`src/rtl/bulls_cows_engine.sv`:
```
// bulls_cows_engine
// Bulls-and-Cows (xAyB) game controller placed between the keypad value-entry
// logic and the seven-segment display driver. It latches a secret, then
// successive guesses, scores each guess serially one digit per cycle, counts
// attempts against an optional limit and drives the display controls.
//
// Optional feature macro: BC_UNIQUE_DIGITS_EN
//   defined   : a COMMIT whose value repeats any digit is rejected (err pulse).
//   undefined : repeated digits are accepted and scored by the normal B rule.
//
// Ports
//   clk, rst        clock (rising edge) and synchronous active-high reset
//   cmd_valid, cmd  command strobe; 0=NOP 1=COMMIT 2=ACK 3=ABORT
//   value_in        keypad digits, digit 0 in the LSBs
//   busy            high while a guess is being scored
//   result_vld      one-cycle pulse when num_a/num_b are updated
//   num_a, num_b    exact-position / wrong-position match counts
//   guess_cnt       guesses scored since the secret was set (saturating)
//   win, lose       level outputs while in WIN / LOSE
//   err             one-cycle pulse when a COMMIT is rejected
//   disp_value      value for the display driver
//   disp_off        display blank request
//   disp_mode       0=entry 1=congrat 2=secret entry 3=score
module bulls_cows_engine #(
    parameter int DIGITS    = 4,
    parameter int DW        = 4,
    parameter int RADIX     = 10,
    parameter int MAX_GUESS = 10,
    parameter int GCW       = 4,
    localparam int AW       = $clog2(DIGITS + 1)
) (
    input  logic                 clk,
    input  logic                 rst,
    input  logic                 cmd_valid,
    input  logic [1:0]           cmd,
    input  logic [DIGITS*DW-1:0] value_in,
    output logic                 busy,
    output logic                 result_vld,
    output logic [AW-1:0]        num_a,
    output logic [AW-1:0]        num_b,
    output logic [GCW-1:0]       guess_cnt,
    output logic                 win,
    output logic                 lose,
    output logic                 err,
    output logic [DIGITS*DW-1:0] disp_value,
    output logic                 disp_off,
    output logic [1:0]           disp_mode
);

    localparam int IW = $clog2(DIGITS + 1);
    localparam logic [1:0] CMD_COMMIT = 2'd1;
    localparam logic [1:0] CMD_ACK    = 2'd2;
    localparam logic [1:0] CMD_ABORT  = 2'd3;

    typedef enum logic [2:0] {
        ST_SET, ST_GUESS, ST_SCORE, ST_RESULT, ST_WIN, ST_LOSE
    } state_t;

    state_t                state_r, state_next;
    logic [DIGITS*DW-1:0]  secret_r, guess_r;
    logic [IW-1:0]         idx_r;
    logic [AW-1:0]         acc_a_r, acc_b_r;
    logic [AW-1:0]         num_a_r, num_b_r;
    logic [GCW-1:0]        guess_cnt_r;
    logic                  result_vld_r, busy_r, win_r, lose_r, err_r, disp_off_r;
    logic [1:0]            disp_mode_r;
    logic [DIGITS*DW-1:0]  disp_value_r;

    logic commit_s, ack_s, abort_s, legal_s, last_guess_s;
    logic load_secret_s, load_guess_s, finish_s, err_next;
    logic [1:0] hits_s;
    logic [AW-1:0] show_a_s, show_b_s;
    logic [DIGITS*DW-1:0] disp_value_next;
    logic disp_off_next;
    logic [1:0] disp_mode_next;

    // Every digit must be inside the alphabet (and unique when enabled).
    function automatic logic value_legal(input logic [DIGITS*DW-1:0] v);
        logic ok;
        ok = 1'b1;
        for (int i = 0; i < DIGITS; i++) begin
            if (32'(v[i*DW +: DW]) >= 32'(RADIX)) ok = 1'b0;
        end
`ifdef BC_UNIQUE_DIGITS_EN
        for (int i = 0; i < DIGITS; i++) begin
            for (int j = i + 1; j < DIGITS; j++) begin
                if (v[i*DW +: DW] == v[j*DW +: DW]) ok = 1'b0;
            end
        end
`endif
        return ok;
    endfunction

    // Scores the guess digit selected by idx: bit1 = bull, bit0 = cow.
    function automatic logic [1:0] digit_hits(input logic [DIGITS*DW-1:0] g,
                                              input logic [DIGITS*DW-1:0] s,
                                              input logic [IW-1:0] idx);
        logic bull, any;
        bull = 1'b0;
        any  = 1'b0;
        for (int i = 0; i < DIGITS; i++) begin
            if (idx == IW'(i)) begin
                bull = (g[i*DW +: DW] == s[i*DW +: DW]);
                for (int j = 0; j < DIGITS; j++) begin
                    if (j != i && g[i*DW +: DW] == s[j*DW +: DW]) any = 1'b1;
                end
            end
        end
        return {bull, !bull && any};
    endfunction

    // Result screen: low four digits are {A, 0xA, B, 0xB}, the rest all-ones.
    function automatic logic [DIGITS*DW-1:0] score_word(input logic [AW-1:0] a,
                                                        input logic [AW-1:0] b);
        logic [DIGITS*DW-1:0] w;
        w = '1;
        for (int k = 0; k < DIGITS; k++) begin
            case (k)
                0:       w[k*DW +: DW] = DW'(4'hB);
                1:       w[k*DW +: DW] = DW'(b);
                2:       w[k*DW +: DW] = DW'(4'hA);
                3:       w[k*DW +: DW] = DW'(a);
                default: w[k*DW +: DW] = '1;
            endcase
        end
        return w;
    endfunction

    assign commit_s     = cmd_valid && (cmd == CMD_COMMIT);
    assign ack_s        = cmd_valid && (cmd == CMD_ACK);
    assign abort_s      = cmd_valid && (cmd == CMD_ABORT);
    assign legal_s      = value_legal(value_in);
    assign hits_s       = digit_hits(guess_r, secret_r, idx_r);
    assign last_guess_s = (MAX_GUESS != 0) &&
                          ((32'(guess_cnt_r) + 32'd1) == 32'(MAX_GUESS));

    // Next-state decode; SCORE ignores every command, including ABORT.
    always_comb begin
        state_next    = state_r;
        err_next      = 1'b0;
        load_secret_s = 1'b0;
        load_guess_s  = 1'b0;
        finish_s      = 1'b0;
        case (state_r)
            ST_SET, ST_GUESS: begin
                if (abort_s) begin
                    state_next = ST_SET;
                end else if (commit_s && legal_s) begin
                    state_next    = (state_r == ST_SET) ? ST_GUESS : ST_SCORE;
                    load_secret_s = (state_r == ST_SET);
                    load_guess_s  = (state_r == ST_GUESS);
                end else begin
                    err_next = commit_s;
                end
            end
            ST_SCORE: begin
                if (idx_r == IW'(DIGITS)) begin
                    finish_s = 1'b1;
                    if (acc_a_r == AW'(DIGITS)) state_next = ST_WIN;
                    else if (last_guess_s)      state_next = ST_LOSE;
                    else                        state_next = ST_RESULT;
                end else begin
                    state_next = ST_SCORE;
                end
            end
            ST_RESULT: begin
                if (abort_s)    state_next = ST_SET;
                else if (ack_s) state_next = ST_GUESS;
                else            state_next = ST_RESULT;
            end
            ST_WIN, ST_LOSE: begin
                if (abort_s || ack_s) state_next = ST_SET;
                else                  state_next = state_r;
            end
            default: state_next = ST_SET;
        endcase
    end

    // State register.
    always_ff @(posedge clk) begin
        if (rst) state_r <= ST_SET;
        else     state_r <= state_next;
    end

    // Secret/guess latches and the serial scoring datapath.
    always_ff @(posedge clk) begin
        if (rst) begin
            secret_r <= '0;
            guess_r  <= '0;
            idx_r    <= '0;
            acc_a_r  <= '0;
            acc_b_r  <= '0;
        end else begin
            if (load_secret_s) secret_r <= value_in;
            if (load_guess_s)  guess_r  <= value_in;
            if (load_guess_s || (abort_s && state_r != ST_SCORE)) begin
                idx_r   <= '0;
                acc_a_r <= '0;
                acc_b_r <= '0;
            end else if (state_r == ST_SCORE && !finish_s) begin
                idx_r   <= idx_r + IW'(1);
                acc_a_r <= acc_a_r + AW'(hits_s[1]);
                acc_b_r <= acc_b_r + AW'(hits_s[0]);
            end
        end
    end

    // Published score, result strobe and saturating attempt counter.
    always_ff @(posedge clk) begin
        if (rst) begin
            num_a_r      <= '0;
            num_b_r      <= '0;
            result_vld_r <= 1'b0;
            guess_cnt_r  <= '0;
        end else begin
            result_vld_r <= finish_s;
            if (finish_s) begin
                num_a_r <= acc_a_r;
                num_b_r <= acc_b_r;
            end
            if (load_secret_s)
                guess_cnt_r <= '0;
            else if (finish_s && guess_cnt_r != {GCW{1'b1}})
                guess_cnt_r <= guess_cnt_r + GCW'(1);
        end
    end

    // Display content follows the state being entered so it tracks state_r.
    always_comb begin
        show_a_s        = finish_s ? acc_a_r : num_a_r;
        show_b_s        = finish_s ? acc_b_r : num_b_r;
        disp_value_next = '1;
        disp_off_next   = 1'b0;
        disp_mode_next  = 2'd3;
        case (state_next)
            ST_SET:    begin disp_value_next = value_in; disp_mode_next = 2'd2; end
            ST_GUESS:  begin disp_value_next = value_in; disp_mode_next = 2'd0; end
            ST_SCORE:  disp_off_next = 1'b1;
            ST_RESULT: disp_value_next = score_word(show_a_s, show_b_s);
            ST_WIN:    disp_mode_next = 2'd1;
            ST_LOSE:   disp_mode_next = 2'd3;
            default:   disp_off_next = 1'b1;
        endcase
    end

    // Registered status and display outputs.
    always_ff @(posedge clk) begin
        if (rst) begin
            busy_r       <= 1'b0;
            win_r        <= 1'b0;
            lose_r       <= 1'b0;
            err_r        <= 1'b0;
            disp_value_r <= '1;
            disp_off_r   <= 1'b1;
            disp_mode_r  <= 2'd2;
        end else begin
            busy_r       <= (state_next == ST_SCORE);
            win_r        <= (state_next == ST_WIN);
            lose_r       <= (state_next == ST_LOSE);
            err_r        <= err_next;
            disp_value_r <= disp_value_next;
            disp_off_r   <= disp_off_next;
            disp_mode_r  <= disp_mode_next;
        end
    end

    assign busy       = busy_r;
    assign result_vld = result_vld_r;
    assign num_a      = num_a_r;
    assign num_b      = num_b_r;
    assign guess_cnt  = guess_cnt_r;
    assign win        = win_r;
    assign lose       = lose_r;
    assign err        = err_r;
    assign disp_value = disp_value_r;
    assign disp_off   = disp_off_r;
    assign disp_mode  = disp_mode_r;

endmodule
```
`config.mk`:
```
export PLATFORM = sky130hd
export DESIGN_NAME = bulls_cows_engine
export DESIGN_NICKNAME = d
export VERILOG_FILES = /design/src/rtl/bulls_cows_engine.sv
export SDC_FILE = /design/constraint.sdc
export NUM_CORES = 1
export LEC_CHECK = 0
export BUFFER_PORTS_ARGS = -buffer_cell sky130_fd_sc_hd__buf_2
export CORE_MARGIN = 2
export CORE_UTILIZATION = 45
export DETAILED_ROUTE_END_ITERATION = 10
export HOLD_SLACK_MARGIN = 0.06
export PLACE_DENSITY_LB_ADDON = 0.08
export SETUP_SLACK_MARGIN = 0.4
export SYNTH_ARGS = -nofsm -noshare
export SYNTH_HDL_FRONTEND = slang
export SYNTH_SLANG_ARGS = --single-unit
```
`constraint.sdc`:
```
create_clock -name clk -period 7 [get_ports clk]
set_clock_uncertainty 0.2 [all_clocks]
set_input_delay 0.7 -clock clk [delete_from_list [all_inputs] [get_ports clk]]
set_output_delay 0.7 -clock clk [all_outputs]
set_load 0.005 [all_outputs]
```
==> summary.md, run 1 <==
| Metric | Value |
|---|---|
| Minimum clock period after layout | `2.89 ns` |
| Largest net degree at the start of global routing | `54` |
| Max Root-Sink Buffers | `2` |
| Req. time, crit path | `7.03 ns` |
| # Max-Cap Violations | `0` |
| Slew @ Worst Pin | `0.989 ns` |
| Startpoint types | `input pin` |
| Leak Pwr | `1.60 nW` |
| Filler cell count | `797` |
| Vias in the first global route | `3021` |
| Place WS | `3.72 ns` |
| Reg2reg start | `state_r[2]` |
| Final WL | `9.79 mm` |
| Routed via count | `3166` |
| TNS Setup | `0 ns` |
| Slew headroom | `34.1%` |
| Clk_lat worst skew | `0.35 ns` |
| Buffers on Ports | `54` |
| Total track usage | `21.3%` |
| DIE AREA | `0.00941 mm²` |
| HP Class | `flop to flop` |
| # H-tree levels | `3` |
| Initial Utilization | `46.9%` |
| Hold-fix buffers at CTS | `0` |
| F_max | `346 MHz` |
| Setup slack, reg-to-reg | `4.17 ns` |
| Sequential element share of the synthesized area | `40.1%` |
| Die Ht | `97.0 µm` |
| Chip Width | `97.0 µm` |
| Tot Pwr | `0.000885 W` |
| Critical Path AT | `2.92 ns` |
| Std-Cell Rows | `33` |
| TritonRoute pass-1 iters | `5` |
| Origin of the worst setup path | `value_in[6]` |
| Remaining Overflow, GRT | `0` |
| Inserted Clock Buffers | `9` |
| Post-DP HPWL | `7.07 mm` |
| Post-synth EDFFs | `0` |
| Initial antenna violation count | `0` |
| Design Area, Final | `0.00425 mm²` |
| Fraction of layout cells with a size suffix above 1 | `16.7%` |
| Critical Path End Type | `flop` |
| Nets@finish | `512` |
| TritonCTS clock tree | `built` |
| Met3 usage | `4.19%` |
| DR iter-0 viols | `127` |
| Status | `finished clean` |
| Synth unique cells | `49` |
| Detail Route Antenna Nets | `0` |
| Hold Vio Cnt, Final | `0` |
| Max rail drop VDD | `0.118 mV` |
| Setup violators final | `0` |
| Worst setup margin | `4.11 ns` |
| Cts repair resizes | `0` |
| WS Path Type | `input pin to flop` |
| ANT cells | `0` |
| Period utilization | `41.3%` |
| Placeable Area | `0.00830 mm²` |
| Post-Syn Nets | `497` |
| Beginning of the worst hold path | `acc_b_r[1]` |
| P per Cell Area | `208 mW/mm²` |
| GR peak layer | `met2` |
| Grt met2 use | `33.9%` |
| Num ports | `55` |
| Async S/R FF share, synth | `0%` |
| Gate Count Post-Synth | `465` |
| YS warnings | `0` |
| RePlAce Congestion | `0.846` |
| Main synth FF type | `dfxtp_1` |
| Via density | `5.37` |
| CTS clock-pin slew for the worst setup and hold paths | `0.08 ns` |
| Max Fanout on Critical Path | `18` |
| DRC viols | `0` |
| RSZ-0062 raised after global routing | `no` |
| Max-slew violations | `0` |
| Clk Tree Root Cell | `clkbuf_8` |
| Layout area overhead | `9.19%` |
| Synth Cell Area | `0.00389 mm²` |
| First-pass GRT wire length | `16.0 mm` |
| Mean Syn Cell Area | `8.37 µm²` |
| Clock sink total | `78` |
| Synth Register Bits | `78` |
| Met1 GRT Util | `30.0%` |
| Post-CTS setup buffer count | `0` |
| Wire length per cell | `16.6 µm` |
| Placed instance area | `0.00408 mm²` |
state kept, by name, summed over array words and instances (netlist names), 2 cells and up:
signal      count
disp_value     16
guess_r        16
secret_r       16
guess_cnt       4
acc_a_r         3
acc_b_r         3
idx_r           3
num_a           3
num_b           3
state_r         3
disp_mode       2
power by group:
part	switching, W	leakage, nW	internal, W
registers	0.0000114	0.634	0.000462
clock network	0.000171	0.0793	0.000131
logic	0.0000638	0.885	0.0000461
metal layers:
metal	wire length [µm]	part of all wire (%)
met1	4670	48
met2	4620	47
met3	465	4.7
met4	36	0.37
met5	0	0
worst max-delay path, stage by stage:
cell	delay (ns)
buf_2	0.15
o21ai_0	0.21
and4_4	0.29
nand3_1	0.55
and3_1	0.53
nor3_2	0.38
a2bb2oi_1	0.12
cells in the final DEF, fill, tap and decap left out, types with 8 or more instances in the layout:
cell,count
nor2_1,19
mux2i_1,8
xnor2_1,57
dfxtp_1,78
buf_2,54
nand4_1,14
ha_1,11
clkbuf_8,9
nand2_1,88
xor2_1,9
a21oi_1,40
nand3_1,8
through the flow:
step / hold WS [ns] / cells / util [%]
6_report: 0.296 / 590 / 51.2
5_1_grt: 0.309 / 590 / 51.2
4_1_cts: 0.299 / 590 / 51.2
3_5_place_dp: 0.286 / 574 / 49.1
3_3_place_gp: 0.272 / 574 / 49.1
2_1_floorplan: 0.253 / 465 / -
worst paths after layout:
kind,end,depth (start not counted)
setup / recovery,disp_value[4],7
hold / removal,acc_b_r[1],2
setup reg to reg,disp_value[4],5
hold reg to reg,acc_b_r[1],2
final cells by class:
cell class / count / area (µm²) / area share, %
Clock inverter: 6 / 45.0 / 1.06
Multi-Input combinational cell: 328 / 2080 / 48.9
Inverter: 8 / 30.0 / 0.706
Clock buffer: 10 / 128 / 3.00
Sequential cell: 78 / 1560 / 36.7
Tap cell: 105 / 131 / 3.09
Timing Repair Buffer: 55 / 278 / 6.53
synthesized netlist by cell type (all sizes together), types with 2 or more instances:
| library cell | n | area share [%] |
|---|---|---|
| a31oi | 4 | 0.64 |
| a211oi | 2 | 0.39 |
| nor3b | 3 | 0.71 |
| nand2b | 4 | 0.84 |
| a21oi | 41 | 5.4 |
| a21o | 6 | 1.2 |
| mux2i | 8 | 2.1 |
| a2bb2oi | 6 | 1.3 |
| nand3b | 3 | 0.58 |
| or2 | 5 | 0.80 |
| and4b | 2 | 0.51 |
| and2 | 2 | 0.32 |
| nor4b | 2 | 0.61 |
| ha | 11 | 3.5 |
| xor2 | 9 | 2.0 |
| nand4 | 14 | 2.2 |
| xnor2 | 57 | 13 |
| nor2 | 19 | 1.8 |
| and3 | 4 | 0.77 |
| nand2 | 88 | 8.5 |
| nand3 | 9 | 1.3 |
| clkbuf | 32 | 3.1 |
| o21ai | 10 | 1.3 |
| or3 | 2 | 0.45 |
| buf | 19 | 2.7 |
| dfxtp | 78 | 40 |
| inv | 8 | 0.77 |
| nor3 | 8 | 1.2 |
kinds of logic after synthesis:
logic type | Yosys count | synth area share [%]
adder cells (fa/ha/maj) | 11 | 3.53
flip-flops | 78 | 40.1
XOR/XNOR | 66 | 14.8
buffers and inverters | 59 | 6.52
AO/OA/AOI/OAI | 75 | 11.5
multiplexers | 8 | 2.06
AND/OR/NAND/NOR | 168 | 21.5
Note: power is estimated with default switching activity, not from simulation.
==> inputs of run 2 (changes only) <==
clock period = 2.4 ns   (was 7 ns; I/O delays follow)
==> run 2 against run 1 <==
  * First-iteration DRC count is 67% higher
  * Utilization is 12 points higher
  * Non-clock buffer count is 65 higher
  * Largest power group unchanged
  * Critical path type is now flop to flop
  * Combinational power grew to 4.5 times the previous value
  * Clock-buffer cell count stayed put
  * Register-to-register slack worse by 4.1 ns
  * Worst setup slack worse by 4.0 ns
  * Sequential power grew to 2.9 times the previous value
  * Critical path depth is 1 higher
==> summary.md, run 2 (synthesized netlist as in run 1, its figures left out) <==
| Metric | Value |
|---|---|
| Setup slack, reg-to-reg | `0.11 ns (-4.06 ns)` |
| Area of the multi-input gates | `0.00239 mm² (+15%)` |
| Finished Layout Cells | `656 (+11%)` |
| Most frequent cells in the layout | `86 x nand2_1, 55 x xnor2_1, 54 x buf_2` |
| Vias in the first global route | `3471 (+15%)` |
| TNS Setup | `0 ns (unchanged)` |
| Final WL | `11.3 mm (+15%)` |
| Status | `finished clean` |
| Initial antenna violation count | `0 (unchanged)` |
| Layout area overhead | `33.8%` |
| Via density | `5.32 (-0.94%)` |
| Beginning of the worst hold path | `cmd_valid` |
| Initial Utilization | `46.9% (unchanged)` |
| RePlAce Congestion | `0.882 (+4.3%)` |
| Max-slew violations | `0 (unchanged)` |
| Total track usage | `24.3% (+3.0 points)` |
| Routed via count | `3487 (+10%)` |
| Largest net degree at the start of global routing | `42 (-22%)` |
| Met2 WL | `5.20 mm (+12%)` |
| Clock sink total | `78 (unchanged)` |
| Max Root-Sink Buffers | `2 (unchanged)` |
| Detail Route Antenna Nets | `0 (unchanged)` |
| # H-tree levels | `3 (unchanged)` |
| Clk_lat worst skew | `0.35 ns (about the same)` |
| Filler cell count | `691 (-13%)` |
| DR top layer | `met4` |
| Critical Path AT | `2.34 ns (-0.58 ns)` |
| # Max-Cap Violations | `0 (unchanged)` |
| CTS clock-pin slew for the worst setup and hold paths | `0.10 ns (+0.02 ns)` |
| Max rail drop VDD | `0.357 mV (+200%)` |
| Reg2reg start | `guess_cnt[1]` |
| Placed instance area | `0.00440 mm² (+7.9%)` |
| Max Fanout on Critical Path | `6 (-12)` |
| TritonCTS clock tree | `built` |
| Std-Cell Rows | `33 (unchanged)` |
| Chip Width | `97.0 µm (unchanged)` |
| F_max | `437 MHz` |
| R2R cell count | `8 (+3)` |
| DIE AREA | `0.00941 mm² (unchanged)` |
| P per Cell Area | `545 mW/mm² (+160%)` |
| Buffers on Ports | `54 (unchanged)` |
| DRC viols | `0 (unchanged)` |
| Design Area, Final | `0.00521 mm² (+23%)` |
| Nets@finish | `578 (+13%)` |
| Setup violators final | `0 (unchanged)` |
| Clk Tree Root Cell | `clkbuf_8` |
| Wire length per cell | `17.2 µm (+3.7%)` |
| Placeable Area | `0.00830 mm² (unchanged)` |
| ANT cells | `0 (unchanged)` |
| Commonest non-fill, non-tap cell in the layout | `nand2_1` |
| Minimum clock period after layout | `2.29 ns` |
| Remaining Overflow, GRT | `0 (unchanged)` |
| Hold Vio Cnt, Final | `0 (unchanged)` |
| Slew headroom | `66.9% (+33 points)` |
| DR iter-0 viols | `212 (+67%)` |
| Critical Path End Type | `flop` |
| Die Ht | `97.0 µm (unchanged)` |
| TritonRoute pass-1 iters | `5 (unchanged)` |
| Reg2reg end | `disp_value[11]` |
| Period utilization | `95.4%` |
| Hold Crit Depth | `5 (+3)` |
| WS Path Type | `flop to flop` |
| M1 wire length | `5.34 mm (+14%)` |
| Req. time, crit path | `2.45 ns (-4.58 ns)` |
| Startpoint types | `flop` |
| Post-DP HPWL | `7.87 mm (+11%)` |
| Hold EP | `busy` |
| DR WL met3 | `527 µm (+13%)` |
| Inst Count DP | `611 (+6.4%)` |
| Fraction of layout cells with a size suffix above 1 | `35.0% (+18 points)` |
| Num ports | `55 (unchanged)` |
| Inserted Clock Buffers | `9 (unchanged)` |
| RSZ-0062 raised after global routing | `yes` |
| First-pass GRT wire length | `18.3 mm (+14%)` |
| HP Class | `input pin to flop` |
| Sequential cell area | `0.00160 mm² (+2.6%)` |
| Leak Pwr | `2.02 nW (+26%)` |
| Slew @ Worst Pin | `0.496 ns (-0.492 ns)` |
==> run 2: cell count changes in the layout (fill, tap and decap cells not counted), sizes merged <==
cell          change
inv               +1
nand2b            +1
clkinv            +1
clkinvlp          -2
buf              +46
dlymetal6s4s      +1
dlygate4sd3      +18
==> run 2: timing repair <==
action	4_1_cts	5_1_grt
pin swaps	24	17
gates cloned	1	0
gates resized for setup	51	35
setup buffers	6	3
hold endpoints to repair	59	0
endpoints found under the setup margin	25	56
hold buffers	19	0
==> run 2: layout make-up <==
cell class	count	area share (%)
Clock buffer	10	2.64
Tap cell	105	2.52
Clock inverter	6	0.985
Inverter	8	0.624
Multi-Input combinational cell	329	45.8
Sequential cell	78	30.8
Timing Repair Buffer	120	16.6
==> run 2: layer usage <==
| layer | vias to the layer above | track usage (%) |
|---|---|---|
| met2 | 95 | 38.7 |
| met4 | 0 | 7.37 |
| met5 | - | 0 |
| li1 | 1707 | - |
| met3 | 15 | 2.96 |
| met1 | 1670 | 34.3 |
==> run 2: worst max path at each step <==
stage                      start        endpoint  slack, ns  cells past startpoint
floorplan           guess_cnt[1]  disp_value[11]       0.15                      9
global placement        idx_r[0]      acc_b_r[2]       0.05                     13
detailed placement      idx_r[0]      acc_b_r[2]       0.06                     13
CTS                 guess_cnt[1]  disp_value[11]       0.08                      8
global route        secret_r[12]      acc_b_r[1]       0.02                     10
finish              guess_cnt[1]  disp_value[11]       0.11                      8
==> run 2: through the flow <==
stage / total power [W] / util (%) / hold slack [ns] / setup WS, ns
after floorplan: 0.00162 / - / 0.140 / 0.154
after global placement: 0.00177 / 53.1 / 0.272 / 0.0495
after detailed placement: 0.00177 / 53.1 / 0.285 / 0.0554
after CTS: 0.00281 / 60.5 / 0.196 / 0.0768
after global routing: 0.00297 / 62.8 / 0.272 / 0.0225
final: 0.00284 / 62.8 / 0.235 / 0.111
==> run 2: worst max-delay path: stages, from the launching register on <==
cell      delay [ns]
dfxtp_4         0.39
inv_4           0.04
ha_4            0.15
and4b_1         0.18
a211oi_2        0.29
o21ai_1         0.15
or3_4           0.38
nand2b_4        0.20
or2_1           0.23
==> run 2: where the power goes <==
part           leakage [nW]  switching [W]  internal (W)  total [W]
Clock                0.0939       0.000548      0.000419   0.000967
Combinational          1.28       0.000247      0.000244   0.000491
Sequential            0.648      0.0000383       0.00135    0.00138
